## src/rtl/alu_operand_writeback_stage_pkg.sv

```systemverilog
// ---------------------------------------------------------------------------
// alu_operand_writeback_stage_pkg
// Shared definitions for the R-type issue/writeback stage: FSM state
// encodings, register index width and the hardwired-zero register index.
// The ALU subfunction/indicator encodings live in the existing ALU defines
// and are deliberately not repeated here.
// ---------------------------------------------------------------------------
package alu_operand_writeback_stage_pkg;

    localparam int unsigned REG_INDEX_WIDTH = 5;

    localparam logic [REG_INDEX_WIDTH-1:0] X0_INDEX = '0;

    typedef enum logic [1:0] {
        IDLE      = 2'd0,
        EXECUTE   = 2'd1,
        WRITEBACK = 2'd2
    } wb_state_e;

endpackage

```

## src/rtl/alu_operand_writeback_stage_register_file_2r1w.sv

```systemverilog
// ---------------------------------------------------------------------------
// register_file_2r1w
// Integer register file with two combinational operand read ports, one
// combinational debug read port and one synchronous write port. Register x0
// is hardwired to zero on every read path and writes to it are dropped.
// Synchronous active-high reset clears every register.
//
// Ports:
//   clk, reset           clock, synchronous active-high reset
//   rs1_addr / rs1_data  operand read port 1
//   rs2_addr / rs2_data  operand read port 2
//   dbg_addr / dbg_data  debug read port
//   wr_en, wr_addr,      synchronous write port
//   wr_data
// ---------------------------------------------------------------------------
module register_file_2r1w
    import alu_operand_writeback_stage_pkg::*;
#(
    parameter int unsigned XLEN      = 32,
    parameter int unsigned REG_COUNT = 32
) (
    input  logic                       clk,
    input  logic                       reset,
    input  logic [REG_INDEX_WIDTH-1:0] rs1_addr,
    output logic [XLEN-1:0]            rs1_data,
    input  logic [REG_INDEX_WIDTH-1:0] rs2_addr,
    output logic [XLEN-1:0]            rs2_data,
    input  logic [REG_INDEX_WIDTH-1:0] dbg_addr,
    output logic [XLEN-1:0]            dbg_data,
    input  logic                       wr_en,
    input  logic [REG_INDEX_WIDTH-1:0] wr_addr,
    input  logic [XLEN-1:0]            wr_data
);

    logic [XLEN-1:0] regs [REG_COUNT];

    always_ff @(posedge clk) begin
        if (reset) begin
            for (int unsigned i = 0; i < REG_COUNT; i++) begin
                regs[REG_INDEX_WIDTH'(i)] <= '0;
            end
        end else if (wr_en && (wr_addr != X0_INDEX)) begin
            regs[wr_addr] <= wr_data;
        end
    end

    assign rs1_data = (rs1_addr == X0_INDEX) ? '0 : regs[rs1_addr];
    assign rs2_data = (rs2_addr == X0_INDEX) ? '0 : regs[rs2_addr];
    assign dbg_data = (dbg_addr == X0_INDEX) ? '0 : regs[dbg_addr];

endmodule

```

## src/rtl/alu_operand_writeback_stage.sv

```systemverilog
// ---------------------------------------------------------------------------
// alu_operand_writeback_stage
// Issue/writeback stage around the registered R-type ALU. Accepts one decoded
// R-type instruction per handshake, presents x[rs1]/x[rs2] and the latched
// subfunctions to the ALU, waits for the ALU's registered result and writes
// it to x[rd], pulsing retire_valid for one cycle. One instruction every
// three cycles; issue is serialised so no forwarding is required.
//
// Optional build macro: ALU_ERROR_TRAP_EN adds a sticky `trap` output that
// is set when an errored instruction retires and blocks further issue until
// reset.
//
// Ports:
//   clk, reset                 clock, synchronous active-high reset
//   in_valid/in_ready          decoder handshake
//   in_rs1/in_rs2/in_rd        register indices
//   in_funct3/in_funct7        R-type subfunctions
//   alu_subfunction_3/_7       latched subfunctions to the ALU
//   alu_operand1/2             register operands to the ALU
//   alu_error                  combinational ALU illegal-op indicator
//   alu_result                 registered ALU result
//   retire_valid/_rd/_error    one-cycle retirement report
//   dbg_addr/dbg_data          combinational debug register read
//   trap                       sticky error trap (ALU_ERROR_TRAP_EN only)
// ---------------------------------------------------------------------------
module alu_operand_writeback_stage
    import alu_operand_writeback_stage_pkg::*;
#(
    parameter int unsigned XLEN      = 32,
    parameter int unsigned REG_COUNT = 32
) (
    input  logic                       clk,
    input  logic                       reset,
    input  logic                       in_valid,
    output logic                       in_ready,
    input  logic [REG_INDEX_WIDTH-1:0] in_rs1,
    input  logic [REG_INDEX_WIDTH-1:0] in_rs2,
    input  logic [REG_INDEX_WIDTH-1:0] in_rd,
    input  logic [2:0]                 in_funct3,
    input  logic [6:0]                 in_funct7,
    output logic [2:0]                 alu_subfunction_3,
    output logic [6:0]                 alu_subfunction_7,
    output logic [XLEN-1:0]            alu_operand1,
    output logic [XLEN-1:0]            alu_operand2,
    input  logic                       alu_error,
    input  logic [XLEN-1:0]            alu_result,
    output logic                       retire_valid,
    output logic [REG_INDEX_WIDTH-1:0] retire_rd,
    output logic                       retire_error,
    input  logic [REG_INDEX_WIDTH-1:0] dbg_addr,
    output logic [XLEN-1:0]            dbg_data
`ifdef ALU_ERROR_TRAP_EN
    ,
    output logic                       trap
`endif
);

    wb_state_e                  state_q, state_d;
    logic [REG_INDEX_WIDTH-1:0] rs1_q, rs2_q, rd_q;
    logic [2:0]                 funct3_q;
    logic [6:0]                 funct7_q;
    logic                       err_q;
    logic                       accept;
    logic                       issue_blocked;
    logic                       wr_en;

`ifdef ALU_ERROR_TRAP_EN
    logic trap_q;

    always_ff @(posedge clk) begin
        if (reset) begin
            trap_q <= 1'b0;
        end else if ((state_q == WRITEBACK) && err_q) begin
            trap_q <= 1'b1;
        end
    end

    assign trap          = trap_q;
    assign issue_blocked = trap_q;
`else
    assign issue_blocked = 1'b0;
`endif

    assign in_ready = (state_q == IDLE) && !reset && !issue_blocked;
    assign accept   = in_valid && in_ready;

    always_comb begin
        state_d = state_q;
        case (state_q)
            IDLE:      if (accept) state_d = EXECUTE;
            EXECUTE:   state_d = WRITEBACK;
            WRITEBACK: state_d = IDLE;
            default:   state_d = IDLE;
        endcase
    end

    always_ff @(posedge clk) begin
        if (reset) begin
            state_q  <= IDLE;
            rs1_q    <= '0;
            rs2_q    <= '0;
            rd_q     <= '0;
            funct3_q <= '0;
            funct7_q <= '0;
            err_q    <= 1'b0;
        end else begin
            state_q <= state_d;
            if (accept) begin
                rs1_q    <= in_rs1;
                rs2_q    <= in_rs2;
                rd_q     <= in_rd;
                funct3_q <= in_funct3;
                funct7_q <= in_funct7;
            end
            // The ALU captures its result on this same edge; its error flag
            // is combinational, so it must be held here for WRITEBACK.
            if (state_q == EXECUTE) begin
                err_q <= alu_error;
            end
        end
    end

    assign alu_subfunction_3 = funct3_q;
    assign alu_subfunction_7 = funct7_q;

    assign retire_valid = (state_q == WRITEBACK);
    assign retire_rd    = retire_valid ? rd_q : '0;
    assign retire_error = retire_valid && err_q;

    // x0 writes are discarded inside the register file.
    assign wr_en = (state_q == WRITEBACK) && !err_q;

    register_file_2r1w #(
        .XLEN      (XLEN),
        .REG_COUNT (REG_COUNT)
    ) u_regfile (
        .clk      (clk),
        .reset    (reset),
        .rs1_addr (rs1_q),
        .rs1_data (alu_operand1),
        .rs2_addr (rs2_q),
        .rs2_data (alu_operand2),
        .dbg_addr (dbg_addr),
        .dbg_data (dbg_data),
        .wr_en    (wr_en),
        .wr_addr  (rd_q),
        .wr_data  (alu_result)
    );

endmodule

```

## config.mk

```make
export PLATFORM = sky130hd
export DESIGN_NAME = alu_operand_writeback_stage
export DESIGN_NICKNAME = d
export VERILOG_FILES = /design/src/rtl/alu_operand_writeback_stage_pkg.sv /design/src/rtl/alu_operand_writeback_stage_register_file_2r1w.sv /design/src/rtl/alu_operand_writeback_stage.sv
export SDC_FILE = /design/constraint.sdc
export NUM_CORES = 2
export LEC_CHECK = 0
export CAP_MARGIN = 30
export CORE_MARGIN = 2
export CORE_UTILIZATION = 55
export DETAILED_ROUTE_END_ITERATION = 8
export PLACE_DENSITY = 0.85
export SYNTH_ARGS = -nofsm -noshare
export SYNTH_HDL_FRONTEND = slang
export SYNTH_SLANG_ARGS = --single-unit
export TNS_END_PERCENT = 100
```

## constraint.sdc

```tcl
create_clock -name clk -period 2.2 [get_ports clk]
set_input_delay 0.44 -clock clk [delete_from_list [all_inputs] [get_ports clk]]
set_output_delay 0.44 -clock clk [all_outputs]
set_load 0.1 [all_outputs]
```

==> impl_metrics.csv <==
group,metric,value,unit
logic_synthesis,synth_compound_area_share,5.91,%
final_layout,drive_gt1_share,47.6,%
place,port_buffers,179,
logic_synthesis,synth_top_family_by_area,"multiplexers",
clock_tree,postCtsHoldBufs,0,
detailed_routing,vias,52900,
clock_tree,cts_tree,"done",
global_routing,grt_overflow,0,
logic_synthesis,ys_seq_area_share,49.3,%
detailed_routing,wl,273000,microns
logic_synthesis,synth_seq_cells,1062,
final_layout,area_growth,33.9,%
clock_tree,clock_latency,0.76,ns
logic_synthesis,synthTopCellsByArea,"edfxtp_1 (48%), mux4_2 (24%), and2_1 (9.8%), mux2i_1 (5.0%), clkbuf_1 (1.7%)",
logic_synthesis,synthAdderAreaFrac,0,%
setup_path,crit_required,1.76,ns
floorplan,io_pins,180,
setup_path,reg2reg_to,"u_regfile.regs[8][13]$_SDFFCE_PN0P_",
timing,setup_viol,117,
detailed_routing,wl_per_cell,40.3,microns
status,status,"complete, but fails checks",
timing,hold_slack,0.217,ns
hold_path,hp-class,"input port to flop",
global_routing,grt_pass1_vias,51700,
timing,fmax,266,MHz
clock_tree,clkTransAtPathRegs,0.06,ns
timing,period_minus_slack,3.76,ns
logic_synthesis,avgSynthCellArea,14.7,sq um
setup_path,endpoint,"alu_operand2[18]",
logic_synthesis,synthMostInstantiatedCell,"edfxtp_1",
timing,period_share,171,%
logic_synthesis,synthTopCellsByCount,"edfxtp_1 (1,024), and2_1 (1,001), mux4_2 (672)",
floorplan,chipHeight,345,microns
clock_tree,numCtsBuffers,113,
power_and_ir_drop,vdd_drop_max,0.000855,V
setup_path,worstRegToRegCells,6,
logic_synthesis,synthDominantCellAreaShare,48.1,%
global_routing,grt_usage,43.7,%
place,gp_congestion,1.00,
timing,finalWorstSetupSlack,-1.56,ns
logic_synthesis,synth_flop_cell,"edfxtp_1",
clock_tree,clockBufferDepth,3,
floorplan,dieArea,0.119,sq mm
detailed_routing,drtPass1Iterations,7,
logic_synthesis,syn_inst,4347,
detailed_routing,drt_iter0_drc,10900,
setup_path,reg2reg_from,"state_q[0]$_SDFFE_PP0P_",
timing,worst-slew-pin-transition,0.954,ns
timing,skew,0.0337,ns
job,max-cap-violations,0,
place,dp_hpwl,166000,microns
floorplan,fp.dieW,345,microns
setup_path,ff2ff_setup_slack,-0.03,ns
power_and_ir_drop,p_per_area,671,mW/mm^2
setup_path,path_class,"flop to output port",
detailed_routing,post-route-drc-count,0,
place,postPlaceCellArea,0.0780,sq mm
timing,final_max_slew_viol_count,0,
setup_path,startpoint_type,"flop",
global_routing,grt_pass1_wl,366000,microns
floorplan,core_region_area,0.116,sq mm
logic_synthesis,synth_warnings,0,
power_and_ir_drop,p_total,0.0574,W
clock_tree,root_buffer,"clkbuf_16",
final_layout,final_core_util,73.9,%
clock_tree,cts.sinks,1062,
logic_synthesis,synth_mux_area_share,29.3,%
status,violations,"negative setup slack",
power_and_ir_drop,total_leakage_power,30.4,nW
global_routing,grt_use_met3,17.8,%
clock_tree,ctsHtreeMaxLevel,3,
logic_synthesis,yosys.area_share.xor_xnor,0,%
global_routing,use_met2,63.6,%
global_routing,antenna_found_initial,6,
logic_synthesis,async_flop_share,0,%
logic_synthesis,synth_top_area_cell,"edfxtp_1",
setup_path,critical_path.endpoint_type,"output port",
logic_synthesis,synth_cell_types,43,
logic_synthesis,synth_area,0.0639,sq mm
timing,hold_violations,0,
detailed_routing,drtAntennaViolNets,0,
logic_synthesis,yosys.area_share.simple,11.7,%
global_routing,busiest_layer,"met2",
logic_synthesis,synth_edf_count,1024,
final_layout,final_area,0.0856,sq mm
timing,relSlewSlack,36.4,%
global_routing,grt_util_met1,50.5,%
global_routing,grt_max_degree,69,
floorplan,start_util,55.2,%
setup_path,critical_path_arrival,3.32,ns
floorplan,rows,125,
final_layout,final_nets,5207,
detailed_routing,viasPerCell,7.82,
timing,grt_setup_unrepaired,"yes",
setup_path,crit_fanout,5,
timing,final.setup.tns,-109.16,ns
## report_power, final
| group | leakage, nW | total [W] | internal [W] | switching [W] |
|---|---|---|---|---|
| clock | 1.86 | 0.0203 | 0.0114 | 0.00887 |
| combinational | 17.7 | 0.0136 | 0.00571 | 0.00786 |
| sequential | 10.9 | 0.0235 | 0.0228 | 0.000700 |
## kinds of logic (layout without fill, tap and decap cells)
kind of cell | Yosys count | in the layout
buf+inv | 508 | 1369
flops | 1062 | 1062
compound gates | 514 | 514
other cells | 1 | 37
simple gates | 1237 | 1237
mux | 1025 | 1025
## state kept, by name (all words and copies together) (netlist names), named ones only
| register | cells |
|---|---|
| alu_subfunction_3 | 3 |
| alu_subfunction_7 | 7 |
| err_q | 1 |
| rd_q | 5 |
| rs1_q | 5 |
| rs2_q | 5 |
| state_q | 2 |
| u_regfile.regs | 1024 |
## cell type report
class / instances / area (sq um)
Antenna cell: 5 / 12.5
Timing Repair Buffer: 1152 / 14400
Clock inverter: 91 / 927
Fill cell: 6123 / 30200
Sequential cell: 1062 / 31600
Multi-Input combinational cell: 2808 / 33800
Tap cell: 1524 / 1910
Inverter: 4 / 23.8
Clock buffer: 122 / 2900
## how the worst min path moves through the flow
stage / startpoint / to / slack [ns] / cells past startpoint
after floorplan: rs2_q[1]$_SDFFE_PP0P_ / flop / 0.44 / 2
after global placement: alu_subfunction_3[1]$_SDFFE_PP0P_ / alu_subfunction_3[1]$_SDFFE_PP0P_ / 0.44 / 2
after detailed placement: alu_subfunction_7[2]$_SDFFE_PP0P_ / alu_subfunction_7[2]$_SDFFE_PP0P_ / 0.45 / 2
after CTS: in_rd[4] / rd_q[4]$_SDFFE_PP0P_ / 0.22 / 3
after global routing: in_rd[4] / rd_q[4]$_SDFFE_PP0P_ / 0.24 / 3
final: in_rd[4] / rd_q[4]$_SDFFE_PP0P_ / 0.22 / 3
## routing by layer
metal | wire length, microns | vias to the layer above
met5 | 101 | -
met2 | 115000 | 6507
met4 | 31400 | 8
li1 | - | 18900
met1 | 77100 | 25500
met3 | 48900 | 2051
## worst max-delay path, cell delays in order (launching register included)
cell and delay (ns):
dfxtp_4 0.43, buf_12 0.12, buf_16 0.17, buf_12 0.14, mux4_2 0.51, mux2i_1 0.18, a221o_1 0.57, a31oi_4 0.15
buf_12 0.24
## cell usage in the layout (no fill, tap or decap), drive strengths merged, types with 47 or more instances in the layout
cell type / n
nor2: 47
and2: 1001
buf: 1079
a31oi: 64
a22oi: 96
a221o: 64
edfxtp: 1024
mux4: 672
mux2i: 321
nand2: 98
clkinv: 61
a221oi: 73
clkbuf: 136
clkdlybuf4s50: 59
o21ai: 105
## timing repair
| item | 4_1_cts | 5_1_grt |
|---|---|---|
| gates cloned | 12 | 15 |
| endpoints found under the setup margin | 139 | 439 |
| setup buffers | 69 | 91 |
| gates resized for setup | 351 | 210 |
| pin swaps | 111 | 107 |
## metrics by stage
stage	worst slack, ns	cells
floorplan	-0.615	4378
global placement	-0.893	6414
detailed placement	-0.882	6415
CTS	-1.32	6682
global route	-1.50	6763
finish	-1.56	6768
No activity file was read; power rests on OpenSTA's default activity.
